**config.mk**
```make
export PLATFORM = sky130hd
export DESIGN_NAME = hi_low_game_ctrl
export DESIGN_NICKNAME = d
export VERILOG_FILES = /design/src/rtl/hi_low_pkg.sv /design/src/rtl/button_cond.sv /design/src/rtl/hi_low_game_ctrl.sv
export SDC_FILE = /design/constraint.sdc
export NUM_CORES = 1
export LEC_CHECK = 0
export ABC_AREA = 1
export CORE_MARGIN = 2
export CORE_UTILIZATION = 40
export CTS_CLUSTER_DIAMETER = 50
export CTS_CLUSTER_SIZE = 40
export DETAILED_ROUTE_END_ITERATION = 16
export PLACE_DENSITY = 0.75
export RECOVER_POWER = 25
export SETUP_SLACK_MARGIN = 0.5
export SYNTH_ARGS = -nofsm -noshare
export SYNTH_HDL_FRONTEND = slang
export SYNTH_SLANG_ARGS = --single-unit
```
**constraint.sdc**
```tcl
create_clock -name clk -period 3.3 [get_ports clk]
set_input_delay 0.66 -clock clk [delete_from_list [all_inputs] [get_ports clk]]
set_output_delay 0.66 -clock clk [all_outputs]
set_load 0.03 [all_outputs]
```
**src/rtl/hi_low_pkg.sv**
```systemverilog
// Shared types and helpers for the hi/low guessing game sequencer.
// Latency: none (constants, enums and pure functions only).
// Backpressure: not applicable.
package hi_low_pkg;

  // Grade codes consumed by the hiLow seven-segment decoder
  localparam logic [2:0] RES_NONE = 3'd0;
  localparam logic [2:0] RES_LOW  = 3'd1;
  localparam logic [2:0] RES_HIGH = 3'd2;
  localparam logic [2:0] RES_WIN  = 3'd3;
  localparam logic [2:0] RES_LOSE = 3'd4;

  // Largest guess budget (playSwitch == 2'b00)
  localparam int MAX_GUESSES = 4;

  // Game phases
  typedef enum logic [1:0] {
    ST_IDLE = 2'd0,
    ST_PLAY = 2'd1,
    ST_WIN  = 2'd2,
    ST_LOSE = 2'd3
  } state_t;

  // One LFSR-style step from the seed; an all-zero seed would lock up,
  // so it is replaced by 4'h1 before stepping.
  function automatic logic [3:0] rand_step(input logic [3:0] seed);
    logic [3:0] x;
    x = (seed == 4'h0) ? 4'h1 : seed;
    return {x[2:0], x[3] ^ x[2]};
  endfunction

  // Guess budget for a difficulty setting: 4 - playSwitch
  function automatic logic [2:0] guess_budget(input logic [1:0] play);
    return 3'(MAX_GUESSES) - {1'b0, play};
  endfunction

  // Thermometer code of remaining guesses: (1 << n) - 1
  function automatic logic [3:0] guesses_to_leds(input logic [2:0] n);
    logic [3:0] leds;
    case (n)
      3'd0:    leds = 4'b0000;
      3'd1:    leds = 4'b0001;
      3'd2:    leds = 4'b0011;
      3'd3:    leds = 4'b0111;
      default: leds = 4'b1111;
    endcase
    return leds;
  endfunction

endpackage

```
**src/rtl/button_cond.sv**
```systemverilog
// Conditions one active-low async pushbutton into a single-cycle press pulse.
// Latency: button low before edge k -> pulse in the cycle after edge k+1+DB_CYCLES.
// Backpressure: none; holding the button gives one pulse, short glitches are dropped.
module button_cond #(
  parameter int DB_CYCLES = 4
) (
  input  logic clk,
  input  logic reset,
  input  logic but_n,
  output logic press_pulse
);

  // Counter only has to reach DB_CYCLES-1; keep at least one bit.
  localparam int CNT_W = (DB_CYCLES > 1) ? $clog2(DB_CYCLES) : 1;
  localparam logic [CNT_W-1:0] CNT_LAST = CNT_W'(DB_CYCLES - 1);

  logic             sync1_q, sync1_d;
  logic             sync2_q, sync2_d;
  logic             db_q,    db_d;
  logic [CNT_W-1:0] cnt_q,   cnt_d;
  logic             pulse_q, pulse_d;

  // Synchronize, count consecutive disagreeing samples, flip the debounced
  // level on the DB_CYCLES-th one, and flag the 1->0 transition.
  always_comb begin
    sync1_d = but_n;
    sync2_d = sync1_q;
    db_d    = db_q;
    cnt_d   = '0;
    if (sync2_q != db_q) begin
      if (cnt_q == CNT_LAST) begin
        db_d = sync2_q;
      end else begin
        cnt_d = cnt_q + 1'b1;
      end
    end
    pulse_d = db_q & ~db_d;
  end

  // Conditioning state; reset means "button released", counter clear.
  always_ff @(posedge clk) begin
    if (reset) begin
      sync1_q <= 1'b1;
      sync2_q <= 1'b1;
      db_q    <= 1'b1;
      cnt_q   <= '0;
      pulse_q <= 1'b0;
    end else begin
      sync1_q <= sync1_d;
      sync2_q <= sync2_d;
      db_q    <= db_d;
      cnt_q   <= cnt_d;
      pulse_q <= pulse_d;
    end
  end

  assign press_pulse = pulse_q;

endmodule

```
**src/rtl/hi_low_game_ctrl.sv**
```systemverilog
// Hi/low game sequencer: conditions buttons, draws target, grades guesses, counts budget.
// Latency: outputs update one edge after a press pulse (edge k+2+DB_CYCLES from button low).
// Backpressure: none; presses outside PLAY are ignored, new-game overrides a same-cycle guess.
module hi_low_game_ctrl
  import hi_low_pkg::*;
#(
  parameter int DB_CYCLES = 4
) (
  input  logic       clk,
  input  logic       reset,
  input  logic [3:0] seedSwitch,
  input  logic [1:0] playSwitch,
  input  logic [3:0] guessSwitch,
  input  logic       randBut,
  input  logic       hiLowBut,
  output logic [3:0] target,
  output logic       reveal,
  output logic [2:0] result,
  output logic [3:0] greenLEDs
);

  logic rand_press;
  logic guess_press;

  button_cond #(.DB_CYCLES(DB_CYCLES)) u_rand_cond (
    .clk         (clk),
    .reset       (reset),
    .but_n       (randBut),
    .press_pulse (rand_press)
  );

  button_cond #(.DB_CYCLES(DB_CYCLES)) u_guess_cond (
    .clk         (clk),
    .reset       (reset),
    .but_n       (hiLowBut),
    .press_pulse (guess_press)
  );

  state_t     state_q,   state_d;
  logic [3:0] target_q,  target_d;
  logic [2:0] guesses_q, guesses_d;
  logic [2:0] result_q,  result_d;
  logic [3:0] leds_q,    leds_d;
  logic       reveal_q,  reveal_d;
  logic [2:0] guesses_dec;

  // Next-state: a new-game press always wins; a guess is graded only in PLAY.
  // Display outputs are derived from the next state so they are all registered.
  always_comb begin
    state_d     = state_q;
    target_d    = target_q;
    guesses_d   = guesses_q;
    result_d    = result_q;
    guesses_dec = guesses_q - 3'd1;

    if (rand_press) begin
      target_d  = rand_step(seedSwitch);
      guesses_d = guess_budget(playSwitch);
      result_d  = RES_NONE;
      state_d   = ST_PLAY;
    end else if (guess_press && (state_q == ST_PLAY)) begin
      if (guessSwitch == target_q) begin
        result_d = RES_WIN;
        state_d  = ST_WIN;
      end else begin
        // PLAY always holds at least one guess, so this never wraps
        guesses_d = guesses_dec;
        if (guesses_dec == 3'd0) begin
          result_d = RES_LOSE;
          state_d  = ST_LOSE;
        end else if (guessSwitch > target_q) begin
          result_d = RES_HIGH;
        end else begin
          result_d = RES_LOW;
        end
      end
    end

    leds_d   = guesses_to_leds(guesses_d);
    reveal_d = (state_d == ST_WIN) || (state_d == ST_LOSE);
  end

  // Game state and registered outputs; reset returns to IDLE with target 0.
  always_ff @(posedge clk) begin
    if (reset) begin
      state_q   <= ST_IDLE;
      target_q  <= 4'h0;
      guesses_q <= 3'd0;
      result_q  <= RES_NONE;
      leds_q    <= 4'b0000;
      reveal_q  <= 1'b0;
    end else begin
      state_q   <= state_d;
      target_q  <= target_d;
      guesses_q <= guesses_d;
      result_q  <= result_d;
      leds_q    <= leds_d;
      reveal_q  <= reveal_d;
    end
  end

  assign target    = target_q;
  assign reveal    = reveal_q;
  assign result    = result_q;
  assign greenLEDs = leds_q;

endmodule

```
==> key figures, run 1 <==
CTS
  – Clk root buf: clkbuf_4
  – Hold Buf Count CTS: 0
  – TritonCTS clock tree: built
  – # clock sinks: 29
  – Setup Buffers After CTS: 0
  – Clk_lat worst skew: 330 ps
  – H-tree levels: 2
  – CTS-repair resized insts: 0
  – Clk buf depth: 2
  – CTS clk-pin slew, worst paths: 90 ps
  – Inserted Clock Buffers: 5

Routing
  – Met1 WL: 1036 um
  – Via-to-Cell Ratio: 4.945
  – Met2 wire length: 1306 um
  – Top Layer Used: met4
  – WL final: 2522 um
  – Final antenna-violating net count: 0
  – Total vias in the final route: 1073
  – WL/cell: 11.62 um
  – Wire length on met3: 121 um
  – Iter 0 DRT Violations: 29
  – First drt pass iteration count: 4
  – Post-route DRC: 0

Global routing
  – Number of antenna violations at the first check in global routing: 0
  – GRT Resource Usage Total: 16.60%
  – First-pass GRT wire length: 4250 um
  – Largest net degree at the start of global routing: 13
  – Overflow after GRT: 0
  – Vias in the first global route: 1059

Finish
  – Syn-to-layout area delta: 28.49%
  – Layout cells sized above 1: 12.50%
  – Final nets: 208
  – Ant. Diodes: 0

Power
  – Maximum VDD drop: 0.2174 mV
  – Sw Share: 21.21%
  – LEAKAGE: 0.7602 nW
  – Psw: 0.0001420 W
  – Cell Int Power: 0.0005274 W
  – Comb power frac: 5.5%
  – Sequential Power Share: 52.9%
  – Clock power share: 41.6%
  – P per Cell Area: 417.6 nW/um2

Setup path
  – Top delay family on crit path: buffers and inverters
  – Reg2Reg Setup Slack: 1790 ps
  – CP Class: reg -> out
  – Crit path buf inv count: 1
  – CP Data Arrival Time: 1400 ps
  – CP endpoint kind: output pin
  – Crit path launch type: flop
  – Reg2reg end: greenLEDs[0]
  – CP max stage cell: clkdlybuf4s50_1
  – WP data required: 2640 ps
  – Worst reg-to-reg path cell count: 10
  – Crit path max fanout: 3
  – Slowest cell delay on critical path: 690 ps
  – CP cell instances: clkdlybuf4s50_1
  – FF-to-FF Start: target[2]

STA
  – RSZ-0062 raised after global routing: no
  – FMAX: 485.0 MHz
  – Worst relative slew slack: 69.91%
  – Total negative setup slack: 0 ps
  – Tmin final: 2062 ps
  – Final Cycle Share: 62.48%
  – Endpoints failing hold: 0
  – Pins Over Slew Limit: 0
  – Skew final: 3.831 ps
  – Setup violators final: 0
  – Slew at the pin closest to its max-slew limit: 449.9 ps
  – Final hold slack: 413.6 ps

Logic synthesis
  – Share of the synthesized area in the top cell type: 46.54%
  – Dominant cells by area after synthesis: dfxtp_1, ha_1, nand2_1
  – Primary FF master, synth: dfxtp_1
  – Cell variety after synth: 22
  – Syn avg cell area: 8.100 um2
  – Post-synth EDFFs: 0
  – Top-count cell post-synth: dfxtp_1
  – Synth warn: 0
  – Largest area contributor in the netlist: dfxtp_1
  – Number of synthesized register bits: 29
  – Register area share after synthesis: 46.54%
  – Synthesized instance count: 154
  – Synthesized area: 1247 um2
  – Post-synth ARST share: 0%
  – Synth top cells by count: dfxtp_1, nand2_1, inv_1
  – Syn nets: 178

Die
  – IO Count: 26
  – Die height: 59.85 um
  – Die X: 59.85 um
  – Initial core utilization: 41.54%
  – Row Count: 20
  – Die ar.: 3581 um2
  – Core Box Area: 3003 um2

Placement
  – DP HPWL: 1946 um
  – Port bufs: 25
  – RD Place Congestion: 0.7421

Flow run
  – Max-Cap Viols: 0

Min path
  – Hold/Removal Path Class: reg -> reg
  – Hold path depth: 1
  – Hold_sp: u_rand_cond.sync1_q
  – Hold EP: u_rand_cond.sync2_q

Outcome
  – Outcome: complete, no violations
## through the flow
step / area [um2] / instances / power, W / worst slack [ps] / utilization, %
after floorplan: 1247 / 154 / 0.0003792 / 1638 / -
after global placement: 1530 / 210 / 0.0003987 / 1107 / 50.96
after detailed placement: 1530 / 210 / 0.0004002 / 1051 / 50.96
after CTS: 1603 / 217 / 0.0006805 / 1227 / 53.37
after global routing: 1603 / 217 / 0.0006976 / 1198 / 53.37
final: 1603 / 217 / 0.0006694 / 1238 / 53.37
## cell type report
cell class,count,area [um2]
fillers,291,1400
clock inverters,2,35.03
inverters,28,105.1
well taps,33,41.29
multi-input cells,95,553.0
clock buffers,5,37.54
repair buffers,25,250.2
flip-flops and latches,29,580.6
## routing by layer
metal  vias up  global-route usage, %
li1        546                      -
met1       499                  16.11
met2        22                  28.73
met3         6                  6.710
met4         0                  10.79
met5         -                      0
## placed cells by master, fill, tap and decap left out
cell / synthesis / final
a31oi_1: 2 / 2
a221oi_1: 1 / 1
clkbuf_4: 0 / 5
dlygate4sd3_1: 0 / 2
clkdlybuf4s50_1: 0 / 23
nand2_4: 1 / 1
nand2_2: 3 / 3
o211ai_1: 5 / 5
nor2_1: 16 / 16
nor2_4: 1 / 1
clkinv_2: 0 / 1
o22ai_1: 1 / 1
dfxtp_1: 29 / 29
nand3_2: 2 / 2
inv_1: 24 / 24
nand2_1: 26 / 26
a21oi_1: 9 / 9
nand3_1: 7 / 7
nor2_2: 1 / 1
or2_2: 4 / 4
inv_2: 4 / 4
ha_1: 10 / 10
o21ai_0: 5 / 5
a21boi_0: 1 / 1
bufinv_16: 0 / 1
## power by group through the flow
stage / Combinational (W) / Clock, W / Sequential [W]
2_1_floorplan: 0.0000172 / 0 / 0.000362
3_3_place_gp: 0.0000366 / 0 / 0.000362
3_5_place_dp: 0.0000379 / 0 / 0.000362
4_1_cts: 0.0000380 / 0.000288 / 0.000354
5_1_grt: 0.0000420 / 0.000301 / 0.000355
6_report: 0.0000371 / 0.000278 / 0.000354
## sequential cells by signal, indices dropped and copies added (netlist names), 2 cells and up
register            count
greenLEDs               4
guesses_q               3
result                  3
state_q                 2
target                  4
u_guess_cond.cnt_q      2
u_rand_cond.cnt_q       2
## worst max-delay path by stage
stage | from | endpoint | cells after the start
after global routing | target[2] | target[2] | 1
after global placement | guessSwitch[0] | greenLEDs[2] | 13
after detailed placement | guessSwitch[0] | greenLEDs[0] | 11
after CTS | target[2] | target[2] | 1
after floorplan | guessSwitch[0] | greenLEDs[2] | 12
final | target[2] | target[2] | 1
## cells by family (layout without fill, tap and decap cells)
family                     count (synthesis)  in the layout  synth area share (%)
adders and majority gates                 10             10                 10.03
AOI/OAI and AO/OA                         24             24                 11.43
DFF                                       29             29                 46.54
buffers and inverters                     30             60                 9.127
and+or+nand+nor                           61             61                 22.87
(Power assumes the default switching activity.)
==> run 2, diff against run 1 <==
Clock period 3.3 ns to 1.9 ns, I/O delays scaled along.
==> run 2 against run 1 <==
  * Clock power up 94%
  * Power up 84%
  * First-iteration DRC count down 24%
  * Design area up 8.3%
  * Routed wire length up 1.8%
  * Critical path type is now in -> reg
  * Critical endpoint is now greenLEDs[2]
  * Highest routed layer unchanged
==> key figures, run 2 (same netlist as run 1, synthesis figures left out) <==
Outcome
  – Outcome: complete, no violations (unchanged)

Finish
  – Register Area: 594.3 um2 (was 580.6 um2)
  – FILL cells: 276 (was 291)
  – Syn-to-layout area delta: 39.12% (was 28.49%)
  – Final instance area: 1735 um2 (was 1603 um2)
  – Layout cells sized above 1: 33.51% (was 12.50%)
  – Final Util: 57.79% (was 53.37%)
  – Multi-input logic area: 661.9 um2 (was 553.0 um2)
  – Most frequent cells in the layout: dfxtp_1, nand2_1, inv_1 (unchanged)
  – Final nets: 211 (was 208)
  – Final std cells w/o fill: 221 (was 217)
  – Ant. Diodes: 0 (unchanged)
  – Most common cell after layout, fill and taps aside: dfxtp_1 (unchanged)

Die
  – IO Count: 26 (unchanged)
  – Initial core utilization: 41.54% (unchanged)
  – Die ar.: 3581 um2 (unchanged)
  – Die X: 59.85 um (unchanged)
  – Row Count: 20 (unchanged)
  – Core Box Area: 3003 um2 (unchanged)
  – Die height: 59.85 um (unchanged)

STA
  – Tmin final: 1443 ps
  – Skew final: 6.822 ps (was 3.831 ps)
  – FMAX: 693.0 MHz
  – Pins Over Slew Limit: 0 (unchanged)
  – Final Cycle Share: 75.95%
  – Worst relative slew slack: 78.73% (was 69.91%)
  – RSZ-0062 raised after global routing: yes (was no)
  – Endpoints failing hold: 0 (unchanged)
  – Setup violators final: 0 (unchanged)
  – Slew at the pin closest to its max-slew limit: 317.9 ps (was 449.9 ps)

Setup path
  – Crit path max fanout: 7 (was 3)
  – CP Data Arrival Time: 1680 ps (was 1400 ps)
  – Worst setup path startpoint: reset (was target[2])
  – Reg2reg end: greenLEDs[2] (was greenLEDs[0])
  – Worst reg-to-reg path cell count: 11 (was 10)
  – Top delay family on crit path: buffers and inverters (unchanged)
  – FF-to-FF Start: target[1] (was target[2])
  – Slowest cell delay on critical path: 700 ps (was 690 ps)
  – CP Class: in -> reg (was reg -> out)
  – CP max stage cell: dlygate4sd3_1 (was clkdlybuf4s50_1)
  – Crit path launch type: input port (was flop)
  – WP data required: 2140 ps (was 2640 ps)
  – Reg2Reg Setup Slack: 530 ps (was 1790 ps)
  – Crit path buf inv count: 3 (was 1)
  – Stages on the worst setup path: 7 (was 1)
  – CP endpoint kind: flop (was output pin)
  – Crit path to: greenLEDs[2] (was target[2])
  – CP cell instances: dlygate4sd3_1 -> clkbuf_1 -> nor2_1 -> nand2_2 -> inv_2 -> nand2_1 -> nand2_1 (was clkdlybuf4s50_1)
  – Worst path most repeated cell: nand2_1

Routing
  – Iter 0 DRT Violations: 22 (was 29)
  – Post-route DRC: 0 (unchanged)
  – Total vias in the final route: 1076 (was 1073)
  – WL final: 2567 um (was 2522 um)
  – Final antenna-violating net count: 0 (unchanged)
  – First drt pass iteration count: 4 (unchanged)
  – WL/cell: 11.62 um (about the same)
  – Via-to-Cell Ratio: 4.869 (was 4.945)

Global routing
  – Largest net degree at the start of global routing: 11 (was 13)
  – First-pass GRT wire length: 4305 um (was 4250 um)
  – Overflow after GRT: 0 (unchanged)
  – Vias in the first global route: 1035 (was 1059)
  – Number of antenna violations at the first check in global routing: 0 (unchanged)
  – GRT Resource Usage Total: 16.73% (was 16.60%)

Placement
  – DP Cell Count: 211 (was 210)
  – RD Place Congestion: 0.7356 (was 0.7421)
  – DP HPWL: 1884 um (was 1946 um)
  – Area after DPL: 1553 um2 (was 1530 um2)
  – Port bufs: 25 (unchanged)

CTS
  – CTS clk-pin slew, worst paths: 100 ps (was 90 ps)
  – # clock sinks: 29 (unchanged)
  – Clk_lat worst skew: 330 ps (about the same)
  – H-tree levels: 2 (unchanged)
  – Hold Buf Count CTS: 0 (unchanged)
  – TritonCTS clock tree: built (unchanged)
  – Clk buf depth: 2 (unchanged)
  – Inserted Clock Buffers: 5 (unchanged)
  – Clk root buf: clkbuf_4 (unchanged)

Power
  – Maximum VDD drop: 0.3964 mV (was 0.2174 mV)
  – LEAKAGE: 0.8280 nW (was 0.7602 nW)
  – P per Cell Area: 708.3 nW/um2 (was 417.6 nW/um2)

Min path
  – Hold/Removal Path Class: reg -> reg (unchanged)
  – Hold_sp: u_guess_cond.sync1_q (was u_rand_cond.sync1_q)

Flow run
  – Max-Cap Viols: 0 (unchanged)
[run 2: changes by cell type in the layout (fill, tap and decap cells not counted), sizes merged]
cell and delta:
buf +4, clkbuf +6, clkdlybuf4s15 +5, clkdlybuf4s18 +1
clkdlybuf4s50 -16, clkinv -1, dlygate4sd2 +4, inv +1
[run 2: metrics by stage]
stage / TNS (ps) / worst slack, ps / hold WS (ps) / total power, W
after floorplan: 0 / 506.9 / 389.5 / 0.0006550
after global placement: 0 / 8.600 / 393.6 / 0.0006902
after detailed placement: -43.07 / -23.02 / 395.1 / 0.0006936
after CTS: 0 / 439.9 / 411.8 / 0.001242
after global routing: 0 / 356.1 / 411.1 / 0.001283
final: 0 / 456.9 / 412.9 / 0.001229
[run 2: area by class of cell]
| cell class | instances | share of cell area [%] |
|---|---|---|
| clock buffers | 6 | 2.956 |
| clock inverters | 2 | 2.091 |
| inverters | 28 | 6.345 |
| multi-input cells | 95 | 38.14 |
| flip-flops and latches | 29 | 34.25 |
| well taps | 33 | 2.379 |
| repair buffers | 28 | 13.84 |
[run 2: worst min-delay path by stage]
stage	to	slack, ps	cells after the start
after global placement	u_rand_cond.sync2_q	390	1
after CTS	u_guess_cond.sync2_q	410	1
after global routing	u_guess_cond.sync2_q	410	1
final	u_guess_cond.sync2_q	410	1
after floorplan	u_guess_cond.sync2_q	390	1
after detailed placement	u_guess_cond.sync2_q	400	1
[run 2: routing by layer]
| layer | share of wire (%) | GRT usage (%) |
|---|---|---|
| met5 | 0 | 0 |
| met4 | 1.7 | 6.667 |
| met3 | 4.1 | 7.143 |
| met2 | 49 | 29.19 |
| met1 | 45 | 17.55 |
[run 2: repair_timing]
| action | in CTS | in global routing |
|---|---|---|
| buffers inserted | 1 | 1 |
| pin swaps | 14 | 4 |
| cloned | 0 | 0 |
| resized for setup | 57 | 16 |
| setup endpoints to repair | 22 | 14 |
[run 2: report_power, final]
| part | internal [W] | total (W) | switching, W |
|---|---|---|---|
| sequential | 0.000608 | 0.000611 | 0.00000247 |
| clock | 0.000314 | 0.000538 | 0.000224 |
| combinational | 0.0000421 | 0.0000803 | 0.0000382 |
| total | 0.000964 | 0.00123 | 0.000265 |
